[src/rtl/vga_pkg.sv]
// vga_pkg: shared VGA timing constants, test-pattern encoding and colour-bar mask helper.
package vga_pkg;
   localparam logic [9:0] H_ACTIVE = 10'd640;
   localparam logic [9:0] V_ACTIVE = 10'd480;
   localparam logic [9:0] H_TOTAL  = 10'd800;
   localparam logic [9:0] V_TOTAL  = 10'd525;
   localparam logic [9:0] BAR_PX   = 10'd80;
   typedef enum logic [1:0] {PAT_SOLID, PAT_BARS, PAT_CHECKER, PAT_MOVEBAR} pattern_t;
   // Per-channel on/off mask; the pixel stage expands each bit to full scale.
   typedef struct packed {
      logic r;
      logic g;
      logic b;
   } rgb_t;
   // Bar order white, yellow, cyan, green, magenta, red, blue, black.
   function automatic rgb_t bar_mask(input logic [2:0] idx);
      return '{r: ~idx[1], g: ~idx[2], b: ~idx[0]};
   endfunction
   function automatic logic in_active(input logic [9:0] h, input logic [9:0] v);
      return h < H_TOTAL && v < V_TOTAL && h < H_ACTIVE && v < V_ACTIVE;
   endfunction
endpackage

[src/rtl/vga_pipe_delay.sv]
// vga_pipe_delay: DEPTH-stage shift register whose stages all load RST_VAL on async reset.
module vga_pipe_delay #(
   parameter int WIDTH = 1,
   parameter int DEPTH = 2,
   parameter logic [WIDTH-1:0] RST_VAL = '0
) (
   input  logic             Clock25,
   input  logic             Reset,
   input  logic [WIDTH-1:0] d_i,
   output logic [WIDTH-1:0] q_o
);
   logic [DEPTH-1:0][WIDTH-1:0] sr_q;
   always_ff @(posedge Clock25 or posedge Reset)
      if (Reset) sr_q <= {DEPTH{RST_VAL}};
      else begin
         sr_q[0] <= d_i;
         for (int i = 1; i < DEPTH; i++) sr_q[i] <= sr_q[i-1];
      end
   assign q_o = sr_q[DEPTH-1];
endmodule

[src/rtl/vga_pattern_gen.sv]
// vga_pattern_gen: 2-cycle 640x480 test-pattern pixel stage with sync alignment.
// Define VGA_BORDER_EN to force the outermost active pixels to white.
module vga_pattern_gen
   import vga_pkg::*;
#(
   parameter int COLOR_BITS   = 4,
   parameter int BAR_WIDTH    = 16,
   parameter int BAR_STEP     = 4,
   parameter int CHECKER_LOG2 = 5
) (
   input  logic                    Clock25,
   input  logic                    Reset,
   input  logic                    HorizontalSync,
   input  logic                    VerticalSync,
   input  logic [9:0]              HorizontalCounter,
   input  logic [9:0]              VerticalCounter,
   input  logic                    PatternLoad,
   input  logic [1:0]              PatternSelect,
   input  logic [3*COLOR_BITS-1:0] SolidColor,
   output logic [COLOR_BITS-1:0]   Red,
   output logic [COLOR_BITS-1:0]   Green,
   output logic [COLOR_BITS-1:0]   Blue,
   output logic                    HsyncOut,
   output logic                    VsyncOut,
   output logic [7:0]              FrameCount
);
   logic                    act1;
   logic [9:0]              h1, v1;
   logic                    fs;
   pattern_t                pend_pat_q, act_pat_q, pat;
   logic [3*COLOR_BITS-1:0] pend_col_q, act_col_q, col;
   logic [9:0]              bar_q, bar_d;
   logic [10:0]             bar_sum;
   logic [7:0]              fc_q;
   logic [2:0]              idx;
   rgb_t                    mask;
   logic [3*COLOR_BITS-1:0] rgb_d, rgb_q;

   vga_pipe_delay #(.WIDTH(21), .DEPTH(1)) u_stage1 (
      .Clock25 (Clock25),
      .Reset   (Reset),
      .d_i     ({in_active(HorizontalCounter, VerticalCounter), HorizontalCounter, VerticalCounter}),
      .q_o     ({act1, h1, v1})
   );

   vga_pipe_delay #(.WIDTH(2), .DEPTH(2), .RST_VAL(2'b11)) u_sync (
      .Clock25 (Clock25),
      .Reset   (Reset),
      .d_i     ({HorizontalSync, VerticalSync}),
      .q_o     ({HsyncOut, VsyncOut})
   );

   // Qualified with act1 so the cleared stage-1 counters after reset are not a frame start.
   assign fs = act1 && h1 == 10'd0 && v1 == 10'd0;
   // Pixel (0,0) already belongs to the new frame, so it sees the values being committed.
   assign pat = fs ? pend_pat_q : act_pat_q;
   assign col = fs ? pend_col_q : act_col_q;
   assign bar_sum = {1'b0, bar_q} + 11'(BAR_STEP);
   assign bar_d = (fs && act_pat_q == PAT_MOVEBAR)
                ? (bar_sum >= 11'(H_ACTIVE) ? 10'(bar_sum - 11'(H_ACTIVE)) : bar_sum[9:0])
                : bar_q;

   always_comb begin
      idx = '0;
      for (int k = 1; k < 8; k++) if (h1 >= 10'(k) * BAR_PX) idx = 3'(k);
      mask = pat == PAT_BARS    ? bar_mask(idx)
           : pat == PAT_CHECKER ? rgb_t'({3{h1[CHECKER_LOG2] ^ v1[CHECKER_LOG2]}})
           : rgb_t'({3{h1 >= bar_d && {1'b0, h1} < {1'b0, bar_d} + 11'(BAR_WIDTH)}});
      rgb_d = pat == PAT_SOLID ? col
            : {{COLOR_BITS{mask.r}}, {COLOR_BITS{mask.g}}, {COLOR_BITS{mask.b}}};
`ifdef VGA_BORDER_EN
      if (h1 == 10'd0 || h1 == H_ACTIVE - 10'd1 || v1 == 10'd0 || v1 == V_ACTIVE - 10'd1) rgb_d = '1;
`endif
      if (!act1) rgb_d = '0;
   end

   always_ff @(posedge Clock25 or posedge Reset)
      if (Reset) begin
         pend_pat_q <= PAT_SOLID;
         act_pat_q  <= PAT_SOLID;
         pend_col_q <= '0;
         act_col_q  <= '0;
         bar_q      <= '0;
         fc_q       <= '0;
         rgb_q      <= '0;
      end else begin
         if (PatternLoad) begin
            pend_pat_q <= pattern_t'(PatternSelect);
            pend_col_q <= SolidColor;
         end
         if (fs) begin
            act_pat_q <= pend_pat_q;
            act_col_q <= pend_col_q;
            fc_q      <= fc_q + 8'd1;
         end
         bar_q <= bar_d;
         rgb_q <= rgb_d;
      end

   assign {Red, Green, Blue} = rgb_q;
   assign FrameCount = fc_q;
endmodule
[config.mk]
export PLATFORM = sky130hd
export DESIGN_NAME = vga_pattern_gen
export DESIGN_NICKNAME = d
export VERILOG_FILES = /design/src/rtl/vga_pkg.sv /design/src/rtl/vga_pipe_delay.sv /design/src/rtl/vga_pattern_gen.sv
export SDC_FILE = /design/constraint.sdc
export NUM_CORES = 1
export LEC_CHECK = 0
export ABC_AREA = 1
export CAP_MARGIN = 40
export CORE_MARGIN = 2
export CORE_UTILIZATION = 56
export CTS_BUF_LIST = sky130_fd_sc_hd__clkbuf_4 sky130_fd_sc_hd__clkbuf_8
export CTS_CLUSTER_DIAMETER = 200
export DETAILED_ROUTE_END_ITERATION = 12
export PLACE_DENSITY = 0.83
export SLEW_MARGIN = 20
export SYNTH_ARGS = -nofsm -noshare
export SYNTH_HDL_FRONTEND = slang
export SYNTH_SLANG_ARGS = --single-unit
[constraint.sdc]
create_clock -name Clock25 -period 3.49 [get_ports Clock25]
set_input_delay 1.047 -clock Clock25 [delete_from_list [all_inputs] [get_ports Clock25]]
set_output_delay 1.047 -clock Clock25 [all_outputs]
set_load 0.02 [all_outputs]
# Yosys cells after proc, flatten, opt, wreduce, memory -nomap -nowiden
# Index checks and enable logic that the tools add are counted.
dict set report word_totals {
  reg_bits 83
  input_bits 39
  out_inout_bits 22
  elab_cells 60
}
dict set report op_classes {
  addsub 4
  n_lt_le_gt_ge 14
  eq_ne 3
  muxes 15
  bitwise 4
  reduce_logical 10
}
# op count
set ops {}
lappend ops {{12-bit two-way mux} 3}
lappend ops {{10-bit by 9-bit greater-or-equal comparator with 1-bit output (second input constant)} 3}
lappend ops {{10-bit less-than comparator (second input constant)} 3}
lappend ops {{3-bit two-way mux} 8}
lappend ops {{10-bit by 8-bit greater-or-equal comparator with 1-bit output (second input constant)} 2}
lappend ops {{10-bit zero test} 2}
lappend ops {{10-bit two-way mux} 2}
lappend ops {{10-bit by 3-bit adder with 11-bit output (second input constant)} 1}
lappend ops {{10-bit by 5-bit adder with 11-bit output (second input constant)} 1}
lappend ops {{11-bit by 10-bit greater-or-equal comparator with 1-bit output (second input constant)} 1}
lappend ops {{10-bit by 11-bit less-than comparator with 1-bit output} 1}
lappend ops {{10-bit greater-or-equal comparator} 1}
lappend ops {{10-bit greater-or-equal comparator (second input constant)} 1}
lappend ops {{10-bit by 7-bit greater-or-equal comparator with 1-bit output (second input constant)} 1}
lappend ops {{10-bit by 9-bit less-than comparator with 1-bit output (second input constant)} 1}
lappend ops {{10-bit subtractor (second input constant)} 1}
lappend ops {{8-bit by 1-bit adder with 8-bit output (second input constant)} 1}
lappend ops {{1-bit logical AND} 7}
lappend ops {{2-bit equality test (second input constant)} 2}
lappend ops {{1-bit NOT} 3}
lappend ops {{2-bit by 1-bit equality test with 1-bit output (second input constant)} 1}
lappend ops {{2-bit zero test} 1}
lappend ops {{2-bit two-way mux} 1}
lappend ops {{1-bit two-way mux} 1}
lappend ops {{1-bit XOR} 1}

# Longest topological paths before layout
# Gate-level depths: netlist (run 1).
dict set report depth {
  ltp_word 12
  mapped_depth 28
  mapped_depth_nobuf 28
}

# Hierarchy
# A second synthesis (run 1) with hierarchy kept.
dict set report hier_totals {
  hier_cells 441
  hier_area_um2 3913.8
}
# module instances cells_each area_per_inst_um2 seq_area_each_um2
set by_module_without_submodules {}
lappend by_module_without_submodules {vga_pattern_gen 1 412 3260.6 1401.3}
lappend by_module_without_submodules {{vga_pipe_delay (u_stage1)} 1 22 529.3 525.5}
lappend by_module_without_submodules {{vga_pipe_delay (u_sync)} 1 7 123.9 105.1}

# Worst setup path before layout (run 1)
# Ideal clock, no wire load.
dict set report synth_timing {
  path_type {reg2reg}
  from {register u_stage1.sr_q, in the netlist u_stage1.q_o[19]}
  to {register rgb_q[0]}
  setup_time_ps 71
  t_arrival_ps 2954
  required_ps 3419
  slack_ps 465
  stages_incl_launch_ff 27
  path_buffers 0
  synth_period_minus_slack_ps 3025
  path_cell_list {dfrtp_1 nor2_4 nand2_2 nor2_4 nand2_4 nor2_8 nand2_4 o21ai_0 inv_1 ha_1 xor2_1 ha_1 nand2_1 nor2_1 nor2_1 nand3_1 a21oi_1 o21bai_1 nand2_1 nand2_1 nand2_1 nand3_2 nand2_2 nand2_1 nand2_1 nand2_2 nor2_1}
}
dict set report synth_between {
  elab_chain_cells 12
  word_cells_on_any_way 33
  classes_between {add/sub: 1; order compare: 9; eq/ne: 2; mux: 14; bitwise: 1; reduce/logical: 6}
}
# item line
set synth_rtl {}
lappend synth_rtl {{start, declared} vga_pipe_delay.sv:12} ;# logic [DEPTH-1:0][WIDTH-1:0] sr_q;
lappend synth_rtl {{start signal, assigned} vga_pipe_delay.sv:14} ;# if (Reset) sr_q <= {DEPTH{RST_VAL}};
lappend synth_rtl {{10-bit zero test *} vga_pattern_gen.sv:54} ;# assign fs = act1 && h1 == 10'd0 && v1 == 10'd0;
lappend synth_rtl {{1-bit logical AND * (2 in a row)} vga_pattern_gen.sv:54}
lappend synth_rtl {{1-bit logical AND *} vga_pattern_gen.sv:59} ;# assign bar_d = (fs && act_pat_q == PAT_MOVEBAR)
lappend synth_rtl {{10-bit two-way mux *} vga_pattern_gen.sv:60} ;# ? (bar_sum >= 11'(H_ACTIVE) ? 10'(bar_sum - 11'(H_ACTIVE)) : bar_sum[9:0])
lappend synth_rtl {{via bar_d[5]} vga_pattern_gen.sv:32} ;# logic [9:0] bar_q, bar_d;
lappend synth_rtl {{10-bit by 5-bit adder with 11-bit output} vga_pattern_gen.sv:68} ;# : rgb_t'({3{h1 >= bar_d && {1'b0, h1} < {1'b0, bar_d} + 11'(BAR_WIDTH)}});
lappend synth_rtl {{10-bit by 11-bit less-than comparator with 1-bit output} vga_pattern_gen.sv:68}
lappend synth_rtl {{1-bit logical AND *} vga_pattern_gen.sv:68}
lappend synth_rtl {{3-bit two-way mux *} vga_pattern_gen.sv:67} ;# : pat == PAT_CHECKER ? rgb_t'({3{h1[CHECKER_LOG2] ^ v1[CHECKER_LOG2]}})
lappend synth_rtl {{3-bit two-way mux *} vga_pattern_gen.sv:66} ;# mask = pat == PAT_BARS ? bar_mask(idx)
lappend synth_rtl {{12-bit two-way mux *} vga_pattern_gen.sv:69} ;# rgb_d = pat == PAT_SOLID ? col
lappend synth_rtl {{12-bit two-way mux *} vga_pattern_gen.sv:74} ;# if (!act1) rgb_d = '0;
lappend synth_rtl {{via rgb_d[0]} vga_pattern_gen.sv:37} ;# logic [3*COLOR_BITS-1:0] rgb_d, rgb_q;
lappend synth_rtl {{end signal, assigned} vga_pattern_gen.sv:97} ;# rgb_q <= rgb_d;
lappend synth_rtl {{end, declared} vga_pattern_gen.sv:37}
# The timed path passes the listed nets; every way through them passes the cells marked *.
# A chain may end at the register's enable or synchronous reset.

# Final worst setup path (run 1)
dict set report layout_timing {
  from {register u_stage1.sr_q, in the netlist u_stage1.q_o[5]}
  to {register rgb_q[0]}
}
dict set report layout_between {
  elab_chain_cells 11
  word_cells_on_any_way 18
  classes_between {add/sub: 1; order compare: 2; eq/ne: 2; mux: 7; bitwise: 1; reduce/logical: 5}
}
# item line
set layout_rtl {}
lappend layout_rtl {{10-bit zero test *} vga_pattern_gen.sv:54}
lappend layout_rtl {{1-bit logical AND *} vga_pattern_gen.sv:54}
lappend layout_rtl {{1-bit logical AND *} vga_pattern_gen.sv:59}
lappend layout_rtl {{10-bit two-way mux *} vga_pattern_gen.sv:60}
lappend layout_rtl {{via bar_d[5]} vga_pattern_gen.sv:32}
lappend layout_rtl {{10-bit by 5-bit adder with 11-bit output} vga_pattern_gen.sv:68}
lappend layout_rtl {{10-bit by 11-bit less-than comparator with 1-bit output} vga_pattern_gen.sv:68}
lappend layout_rtl {{1-bit logical AND *} vga_pattern_gen.sv:68}
lappend layout_rtl {{3-bit two-way mux *} vga_pattern_gen.sv:67}
lappend layout_rtl {{3-bit two-way mux *} vga_pattern_gen.sv:66}
lappend layout_rtl {{12-bit two-way mux *} vga_pattern_gen.sv:69}
lappend layout_rtl {{12-bit two-way mux *} vga_pattern_gen.sv:74}
lappend layout_rtl {{via rgb_d[0]} vga_pattern_gen.sv:37}
# Marks and branches as above.

==> results of run 1 <==
[worst register-to-register path: stages, from the launching register on]
cell,delay (ns)
dfrtp_1,0.39
nor2_1,0.10
nand2_1,0.11
nor2_4,0.17
nand2_4,0.08
nor2_8,0.15
nand2_8,0.10
o21ai_2,0.14
inv_1,0.09
ha_1,0.21
xor2_1,0.17
ha_1,0.31
nand2_1,0.08
nor2_1,0.05
nor2_1,0.09
nand3_1,0.07
a21oi_1,0.12
o21bai_1,0.09
nand2_1,0.07
nand2_1,0.05
nand2_1,0.07
nand3_2,0.06
nand2_2,0.07
nand2_1,0.05
nand2_1,0.06
nand2_2,0.08
nor2_1,0.11
[path summary, 6_finish.rpt]
check,slack (ns),endpoint,start
setup / recovery,0.29,rgb_q[0]$_DFF_PP0_,u_stage1.q_o[5]$_DFF_PP0_
hold / removal,0.36,u_sync.q_o[1]$_DFF_PP1_,u_sync.sr_q[1]$_DFF_PP1_
setup reg to reg,0.29,rgb_q[0]$_DFF_PP0_,u_stage1.q_o[5]$_DFF_PP0_
hold reg to reg,0.36,u_sync.q_o[1]$_DFF_PP1_,u_sync.sr_q[1]$_DFF_PP1_
max in group asynchronous,1.71,u_sync.sr_q[0]$_DFF_PP1_,Reset
min in group asynchronous,1.08,act_col_q[6]$_DFF_PP0_,Reset
[cell type report]
type	instances	area share [%]
multi-input cells	287	33.1
inverters	64	4.90
well taps	80	2.03
clock buffers	10	2.79
flip-flops and latches	81	41.3
repair buffers	76	14.9
clock inverters	6	1.01
[synth_stat cells]
library cell / number
nor2_4: 3
or2_2: 3
a41oi_1: 1
nand4_2: 1
and3b_1: 1
buf_4: 1
clkbuf_1: 5
nor3_1: 3
a21oi_1: 7
nor2_8: 1
a21oi_2: 1
a22o_1: 1
buf_2: 3
nand2_2: 6
ha_1: 18
nand3_1: 16
nand3_2: 2
clkinv_1: 1
o21ai_2: 2
o21ai_1: 2
nor4_1: 1
nand4_1: 6
nand2_4: 4
dfstp_2: 4
xor2_1: 7
o21bai_1: 3
dfrtp_1: 77
nor2_2: 3
nand2_1: 96
inv_2: 2
nor2_1: 56
o21ai_0: 37
xnor2_1: 6
inv_1: 61
[cell families (layout without fill, tap and decap cells)]
family / count (synthesis) / in the layout / synth area share [%]
AND/OR/NAND/NOR: 202 / 202 / 23.9
flip-flops: 81 / 81 / 52.5
buffers and inverters: 73 / 156 / 7.27
AO/OA/AOI/OAI: 54 / 54 / 7.66
adder cells (fa/ha/maj): 18 / 18 / 5.81
XOR/XNOR: 13 / 13 / 2.94
[timing repair]
item,4_1_cts,5_1_grt
buffers inserted,0,10
resized for setup,0,25
hold buffers,0,0
setup endpoints to repair,0,12
[power breakdown]
part	total, W	switching [W]	internal (W)
registers	0.000982	0.0000129	0.000969
logic	0.000153	0.0000782	0.0000749
clock network	0.000628	0.000343	0.000285
[metal layers]
| metal | part of all wire (%) | up-vias | routed length, um | GRT usage (%) |
|---|---|---|---|---|
| li1 | - | 1540 | - | - |
| met1 | 46 | 1478 | 3560 | 29.1 |
| met2 | 50 | 57 | 3910 | 35.4 |
| met3 | 3.2 | 4 | 246 | 4.08 |
| met4 | 0.62 | 0 | 48 | 7.27 |
| met5 | 0 | - | 0 | 0 |
[metrics by stage]
| stage | hold WS, ns | setup TNS [ns] | area (sq um) | utilization, % | cells |
|---|---|---|---|---|---|
| final | 0.361 | 0 | 4930 | 73.0 | 604 |
| after CTS | 0.364 | 0 | 4780 | 70.7 | 594 |
| after global routing | 0.367 | -0.186 | 4930 | 73.0 | 604 |
| after floorplan | 0.345 | 0 | 3870 | - | 441 |
| after global placement | 0.347 | 0 | 4590 | 68.0 | 578 |
| after detailed placement | 0.347 | 0 | 4590 | 68.0 | 578 |
[registers in the layout, indices dropped and copies added (netlist names)]
signal,count
FrameCount,8
act_col_q,12
act_pat_q,2
bar_q,8
pend_col_q,12
pend_pat_q,2
rgb_q,12
u_stage1.q_o,21
u_sync.q_o,2
u_sync.sr_q,2
==> metrics.md, run 1 <==
| Metric | Value |
|---|---|
| Status | complete, no violations |
| Routed vias/inst | 5.10 |
| Leakage | around 2.4 nW |
| Commonest non-fill, non-tap cell in the layout | nand2_1 |
| Min setup slack post-route | 0.289 ns |
| Startpoint types | flip-flop |
| Power Dens Cells | 357 nW/um^2 |
| CTS Buffer Depth | 2 |
| Synthesis-stage register bit count | 81 |
| Number of global-route vias before repair | 2,944 |
| Die ar. | roughly 7600 sq um |
| Crit. End Element | flip-flop |
| Vert. Die Dim | slightly below 90 um |
| Cell taking the most area after synthesis | dfrtp_1 |
| RSZ-0062 raised after global routing | yes |
| Final wirelength | 7770 um |
| Final Hold Viols | 0 |
| CP Max Fanout | 10 |
| Setup violations, final | 0 |
| HP Class | reg2reg |
| Multi-input logic area | about 1600 sq um |
| Area Growth Syn to Fin | 27.3% |
| WP data required | 3.76 ns |
| Post-route ant nets | 0 |
| DR vias | 3,079 |
| Global-route wire length before repair | 12,800 um |
| Tcrit/Tclk final | 91.7% |
| CTS tree | done |
| Slowest CP cell | dfrtp_1 |
| Grt ovf | 0 |
| Dpl ws | 0.0638 ns |
| Core area | between 6000 and 7000 sq um |
| Clk_lat worst skew | between 0.3 and 0.4 ns |
| Peak VDD IR | 0.298 mV |
| Most frequent cells in the layout | 92 x nand2_1, 72 x dfrtp_1, 60 x inv_1, 60 x clkdlybuf4s50_1, 52 x nor2_1 |
| Post-synth cell types | 34 |
| Share of cells above drive strength 1 | 15.6% |
| WP buf/inv | 1 |
| Clock slew at reported path FFs | 0.08 ns |
| Ant diodes | 0 |
| Syn Nets | about 500 |
| GPL Wtd Cong | 0.857 |
| Most used cell, CP | nand2_1 |
| Crit Path Class | reg2reg |
| Hold Path Depth | 0 |
| Fin. max-slew vios | 0 |
| Sequential element share of the synthesized area | 52.5% |
| Slowest stage delay, CP | 0.39 ns |
| Clock root buffer | clkbuf_8 |
| Slew @ Worst Pin | 0.815 ns |
| Power Total | 0.00176 W |
| H-tree Lvls | 3 |
| Post-synthesis cell area | 3870 sq um |
| Post-Synthesis Cells | 441 |
| Largest net degree at the start of global routing | 49 |
| Synth area leaders | dfrtp_1 50%, nand2_1 9.3%, inv_1 5.9% |
| Syn avg cell area | 8.78 sq um |
| Detailed Route Iter0 Violations | ~130 |
| Critical Path Stages | 26 |
| Std cell rows | 30 |
| Dpl hpwl | 5760 um |
| # fillers | slightly below 500 |
| CTS buffer count | 9 |
| GRT Overall Usage | 21.6% |
| PortBufs | 60 |
| NumNets Final | 576 |
| DR pass1 iterations | 4 |
| Die W | 87.2 um |
| Starting Density | 57.3% |
| R2r worst-path depth | 26 |
| Max-cap violation count | 0 |
| Fmax | ~310 MHz |
| Top Ports | 61 |
| Initial antenna violation count | 0 |
| Worst slew margin | 45.5% |
| Drt wl/cell | 12.9 um |
| DRC viols | 0 |
| Final clock skew | 0.0113 ns |
| Sequential Area | 2040 sq um |
| Synth warnings | 0 |
| Yosys top cell area share | 49.7% |
| Critical Path AT | 3.47 ns |
| Cell family with most CP delay | simple AND/OR/NAND/NOR gates |
| Final critical-path required period | 3.20 ns |
| CTS sink cnt | 81 |
(Power assumes the default switching activity.)
==> run 2, diff against run 1 <==
--- a/config.mk
+++ b/config.mk
@@ -7,11 +7,13 @@
 export LEC_CHECK = 0
 export ABC_AREA = 1
 export CAP_MARGIN = 40
+export CORE_ASPECT_RATIO = 1.25
 export CORE_MARGIN = 2
 export CORE_UTILIZATION = 56
 export CTS_BUF_LIST = sky130_fd_sc_hd__clkbuf_4 sky130_fd_sc_hd__clkbuf_8
 export CTS_CLUSTER_DIAMETER = 200
 export DETAILED_ROUTE_END_ITERATION = 12
+export GPL_TIMING_DRIVEN = 0
 export PLACE_DENSITY = 0.83
 export SLEW_MARGIN = 20
 export SYNTH_ARGS = -nofsm -noshare
==> constraint.sdc (replaced) <==
create_clock -name Clock25 -period 3.41 [get_ports Clock25]
set_input_delay 1.023 -clock Clock25 [delete_from_list [all_inputs] [get_ports Clock25]]
set_output_delay 1.023 -clock Clock25 [all_outputs]
set_load 0.02 [all_outputs]
==> metrics.md, run 2 (synthesized netlist as in run 1, its figures left out) <==
| Metric | Value |
|---|---|
| Vert. Die Dim | slightly below 100 um |
| Final critical-path required period | roughly 3.3 ns |
| Slowest stage delay, CP | 0.40 ns |
| GPL Wtd Cong | 0.837 |
| Gr busiest metal | met2 |
| PortBufs | 59 |
| Top Ports | 61 |
| Most frequent cells in the layout | 91 x nand2_1, 72 x dfrtp_1, 59 x inv_1, 59 x clkdlybuf4s50_1, 49 x nor2_1 |
| Final hold slack | 0.358 ns |
| Starting Density | 58.3% |
| Ant diodes | 0 |
| NumNets Final | 587 |
| Final Hold Viols | 0 |
| Number of global-route vias before repair | 3,138 |
| HP Class | reg2reg |
| CTS buffer count | 9 |
| Slowest CP cell | dfrtp_1 |
| Most used cell, CP | nand2_1 |
| RSZ-0062 raised after global routing | yes |
| DR vias | between 3k and 4k |
| Core area | 6650 sq um |
| Power Dens Cells | 384 nW/um^2 |
| Startpoint types | flip-flop |
| Critical Path AT | 3.59 ns |
| Dpl hpwl | 5570 um |
| GR Util met2 | a little under two fifths |
| CTS sink cnt | 81 |
| Clock slew at reported path FFs | approximately 0.08 ns |
| Detailed Route Iter0 Violations | 161 |
| Worst slew margin | 68.6% |
| Share of cells above drive strength 1 | 18.3% |
| Fin. max-slew vios | 0 |
| Clk_lat worst skew | 0.36 ns |
| Min setup slack post-route | approximately 0.11 ns |
| Area Growth Syn to Fin | 31.5% |
| Peak VDD IR | 0.406 mV |
| Global-route wire length before repair | 13,400 um |
| CP Max Fanout | 5 |
| Dpl ws | -0.158 ns |
| Initial antenna violation count | 0 |
| Die W | 78.4 um |
| Max-cap violation count | 0 |
| Die ar. | 7600 sq um |
| Clock root buffer | clkbuf_8 |
| Routed vias/inst | 5.09 |
| Post-route ant nets | 0 |
| Largest net degree at the start of global routing | 57 |
| DRC viols | 0 |
| Met1 GRT Util | 26.1% |
| Slew @ Worst Pin | 0.467 ns |
| Fmax | 303 MHz |
| Status | complete, no violations |
| Crit Path Class | reg2reg |
| Final clock skew | 0.0101 ns |
| Tcrit/Tclk final | 96.7% |
| Commonest non-fill, non-tap cell in the layout | nand2_1 |
| Drt wl/cell | 12.8 um |
| Final wirelength | 7970 um |
| H-tree Lvls | 3 |
| Std cell rows | 33 |
| Crit. End Element | flip-flop |
| Leakage | approximately 2.5 nW |
| GRT Overall Usage | 22.2% |
| DR pass1 iterations | 4 |
| WP data required | 3.70 ns |
| CTS Buffer Depth | 2 |
| Number of flip-flops in the largest register | 21 |
| CTS tree | done |
| Routing usage on met3 | 5.22% |
| Grt ovf | 0 |
| Setup violations, final | 0 |
[run 2: cell types whose count changed in the layout (fill, tap and decap cells not counted), sizes merged, moves of 2 or more]
cell,previous run,this run
bufinv,0,2
clkbuf,10,16
buf,16,22
clkinvlp,4,1
[run 2: report_power, final]
part           leakage (nW)  switching (W)  internal (W)
registers              1.04      0.0000163      0.000992
logic                  1.30      0.0000800     0.0000758
clock network         0.114       0.000346      0.000446
total                  2.45       0.000442       0.00151
[run 2: final cells by class]
cell class              instances  area (sq um)
flip-flops and latches         81          2040
multi-input cells             288          1690
fillers                       435          1550
repair buffers                 77           746
inverters                      64           243
clock buffers                  11           145
well taps                      87           109
clock inverters                 5          85.1
plain buffers                   9          41.3
[run 2: metal layers]
metal	part of all wire, %	wire length (um)
met5	0	0
met1	39	3100
met3	5.2	417
met2	53	4240
met4	2.5	203
[run 2: worst paths after layout]
path / start / to / slack (ns) / depth (start not counted)
max in group asynchronous: Reset / u_sync.sr_q[0]$_DFF_PP1_ / 1.79 / 3
min in group asynchronous: Reset / FrameCount[7]$_DFFE_PP0N_ / 0.99 / 2
max: u_stage1.q_o[13]$_DFF_PP0_ / rgb_q[10]$_DFF_PP0_ / 0.11 / 26
min reg2reg: u_sync.sr_q[0]$_DFF_PP1_ / u_sync.q_o[0]$_DFF_PP1_ / 0.36 / 0
min: u_sync.sr_q[0]$_DFF_PP1_ / u_sync.q_o[0]$_DFF_PP1_ / 0.36 / 0
max reg2reg: u_stage1.q_o[13]$_DFF_PP0_ / rgb_q[10]$_DFF_PP0_ / 0.11 / 26
[run 2: what timing repair did]
| item | 4_1_cts | 5_1_grt |
|---|---|---|
| resized for setup | 8 | 28 |
| setup endpoints to repair | 12 | 12 |
| hold buffers | 0 | 0 |
| pin swaps | 0 | 17 |
| gates cloned | 0 | 1 |
| buffers inserted | 0 | 17 |
[run 2: critical path: cells and delay by family, from the launching register on]
family                     cells  cell delay, ns
and+or+nand+nor               19            1.67
DFF                            1            0.40
AOI/OAI and AO/OA              3            0.43
adders and majority gates      2            0.49
xor gates and xnor gates       1            0.16
buffers and inverters          1            0.08
[run 2: metrics by stage]
stage | instance area [sq um] | setup TNS [ns] | instances | util, % | total power, W
6_report | 5090 | 0 | 622 | 76.6 | 0.00196
5_1_grt | 5090 | -1.14 | 622 | 76.6 | 0.00204
4_1_cts | 4850 | 0 | 604 | 73.0 | 0.00197
3_5_place_dp | 4600 | -1.32 | 588 | 69.2 | 0.00117
3_3_place_gp | 4570 | -60.28 | 587 | 68.8 | 0.00116
2_1_floorplan | 3870 | 0 | 441 | - | 0.00110
==> run 3, diff against run 2 <==
--- a/config.mk
+++ b/config.mk
@@ -9,12 +9,11 @@
 export CAP_MARGIN = 40
 export CORE_ASPECT_RATIO = 1.25
 export CORE_MARGIN = 2
-export CORE_UTILIZATION = 56
-export CTS_BUF_LIST = sky130_fd_sc_hd__clkbuf_4 sky130_fd_sc_hd__clkbuf_8
+export CORE_UTILIZATION = 54
 export CTS_CLUSTER_DIAMETER = 200
 export DETAILED_ROUTE_END_ITERATION = 12
 export GPL_TIMING_DRIVEN = 0
-export PLACE_DENSITY = 0.83
+export PLACE_DENSITY = 0.8
 export SLEW_MARGIN = 20
 export SYNTH_ARGS = -nofsm -noshare
 export SYNTH_HDL_FRONTEND = slang
==> constraint.sdc (replaced) <==
create_clock -name Clock25 -period 3.5 [get_ports Clock25]
set_input_delay 1.05 -clock Clock25 [delete_from_list [all_inputs] [get_ports Clock25]]
set_output_delay 1.05 -clock Clock25 [all_outputs]
set_load 0.02 [all_outputs]
==> metrics.md, run 3 (synthesized netlist as in run 1, its figures left out) <==
| Metric | Value |
|---|---|
| Status | complete, no violations |
| Clk_lat worst skew | approximately 0.35 ns |
| Grt ovf | 0 |
| Worst R2R Start | u_stage1.q_o[19]$_DFF_PP0_ |
| Number of global-route vias before repair | roughly 3.1k |
| Power Dens Cells | roughly 380 nW/um^2 |
| Clock slew at reported path FFs | 0.08 ns |
| Placed insts | 591 |
| DR vias | around 3.1k |
| Number of flip-flops in the largest register | 21 |
| Std cell rows | 34 |
| CTS Buffer Depth | 2 |
| DP Area | roughly 4600 sq um |
| Routed vias/inst | 5.07 |
| Slowest CP cell | dfrtp_2 |
| Largest net degree at the start of global routing | 44 |
| Dpl hpwl | 5640 um |
| Final Util | a little under three quarters |
| NumNets Final | 578 |
| Area Growth Syn to Fin | 28.7% |
| Final non-filler cell area | 4990 sq um |
| WP data required | approximately 3.8 ns |
| Top Ports | 61 |
| Critical Path Stages | 26 |
| Max-cap violation count | 0 |
| WP buf/inv | 1 |
| Initial antenna violation count | 0 |
| Critical Path AT | 3.57 ns |
| DRC viols | 0 |
| Share of cells above drive strength 1 | 16.0% |
| Drt wl/cell | 12.6 um |
| Min setup slack post-route | 0.210 ns |
| CP Max Fanout | 9 |
| Leakage | 2.37 nW |
| Commonest non-fill, non-tap cell in the layout | nand2_1 |
| Tcrit/Tclk final | between 90% and 100% |
| Slowest stage delay, CP | 0.44 ns |
| Critical R2R Capture | rgb_q[4]$_DFF_PP0_ |
| CTS tree | done |
| Crit. End Element | flip-flop |
| Vert. Die Dim | slightly below 100 um |
| Hold Path Depth | 0 |
| Fin. max-slew vios | 0 |
| PortBufs | a little under 60 |
| Post-route ant nets | 0 |
| # hold bufs at CTS | 0 |
| Die ar. | 7870 sq um |
| Fmax | just over 300 MHz |
| GRT Overall Usage | 21.2% |
| CTS buffer count | 9 |
| HP Class | reg2reg |
| Final critical-path required period | 3.29 ns |
| Critical path destination | rgb_q[4]$_DFF_PP0_ |
| Setup violations, final | 0 |
| Slew @ Worst Pin | 0.541 ns |
| Clock root buffer | clkbuf_8 |
| Final wirelength | 7780 um |
| DR pass1 iterations | 4 |
| Most frequent cells in the layout | 92 x nand2_1, 71 x dfrtp_1, 60 x inv_1, 59 x clkdlybuf4s50_1, 49 x nor2_1 |
| Ant diodes | 0 |
| Power Total | 0.00189 W |
| Global-route wire length before repair | between 10,000 and 15,000 um |
| CTS sink cnt | 81 |
| Most used cell, CP | nand2_1 |
| R2r worst-path depth | 26 |
| Worst R2R Setup Slack | 0.21 ns |
| First element of the critical path | u_stage1.q_o[19]$_DFF_PP0_ |
| Detailed Route Iter0 Violations | ~120 |
| Starting Density | 55.5% |
| Cell family with most CP delay | simple AND/OR/NAND/NOR gates |
| Peak VDD IR | ~0.32 mV |
| Dpl ws | -0.0548 ns |
| H-tree Lvls | 3 |
| Worst slew margin | 64.0% |
| Core area | between 6000 and 7000 sq um |
| GPL Wtd Cong | about 0.81 |
| Finished Layout Cells | slightly above 600 |
| Startpoint types | flip-flop |
| Final clock skew | between 0.01 and 0.015 ns |
| RSZ-0062 raised after global routing | yes |
| Final Hold Viols | 0 |
| Crit Path Class | reg2reg |
| Die W | 79.8 um |
-- run 3: cell type report --
class / count / area [sq um]
fillers: 533 / 1990
plain buffers: 9 / 41.3
inverters: 64 / 243
clock buffers: 12 / 145
clock inverters: 4 / 77.6
repair buffers: 69 / 678
well taps: 90 / 113
multi-input cells: 287 / 1650
flip-flops and latches: 81 / 2040
-- run 3: repair_timing --
| action | 4_1_cts | 5_1_grt |
|---|---|---|
| endpoints found under the setup margin | 12 | 12 |
| gates resized for setup | 2 | 29 |
| buffers inserted | 0 | 9 |
| endpoints found under the hold margin | 0 | 0 |
| pin swaps | 0 | 2 |
-- run 3: per-layer routing --
layer / wire length, um / track usage, %
met1: 3310 / 25.8
met2: 4000 / 36.5
met3: 262 / 3.75
met4: 197 / 9.52
met5: 0 / 0
-- run 3: worst min-delay path by stage --
stage,to,from
after floorplan,u_sync.q_o[0]$_DFF_PP1_,u_sync.sr_q[0]$_DFF_PP1_
after global placement,u_sync.q_o[1]$_DFF_PP1_,u_sync.sr_q[1]$_DFF_PP1_
after detailed placement,u_sync.q_o[1]$_DFF_PP1_,u_sync.sr_q[1]$_DFF_PP1_
after CTS,u_sync.q_o[1]$_DFF_PP1_,u_sync.sr_q[1]$_DFF_PP1_
after global routing,u_sync.q_o[0]$_DFF_PP1_,u_sync.sr_q[0]$_DFF_PP1_
final,u_sync.q_o[1]$_DFF_PP1_,u_sync.sr_q[1]$_DFF_PP1_
-- run 3: per-stage QoR --
stage                     TNS [ns]  hold slack, ns
after floorplan                  0           0.345
after global placement      -57.83           0.346
after detailed placement    -0.402           0.349
after CTS                        0           0.361
after global routing        -0.557           0.367
final                            0           0.361
-- run 3: where the power goes --
group          switching (W)  internal [W]  leakage (nW)
Clock               0.000331      0.000426         0.111
Combinational      0.0000784     0.0000712          1.22
Sequential         0.0000149      0.000966          1.04
Total               0.000425       0.00146          2.37
-- run 3: worst register-to-register path: cells and delay by family, from the launching register on --
kind / cells / cell delay, ns
AOI/OAI and AO/OA: 3 / 0.36
xor gates and xnor gates: 1 / 0.17
adders and majority gates: 2 / 0.54
buffers and inverters: 1 / 0.09
DFF: 1 / 0.44
and+or+nand+nor: 19 / 1.64
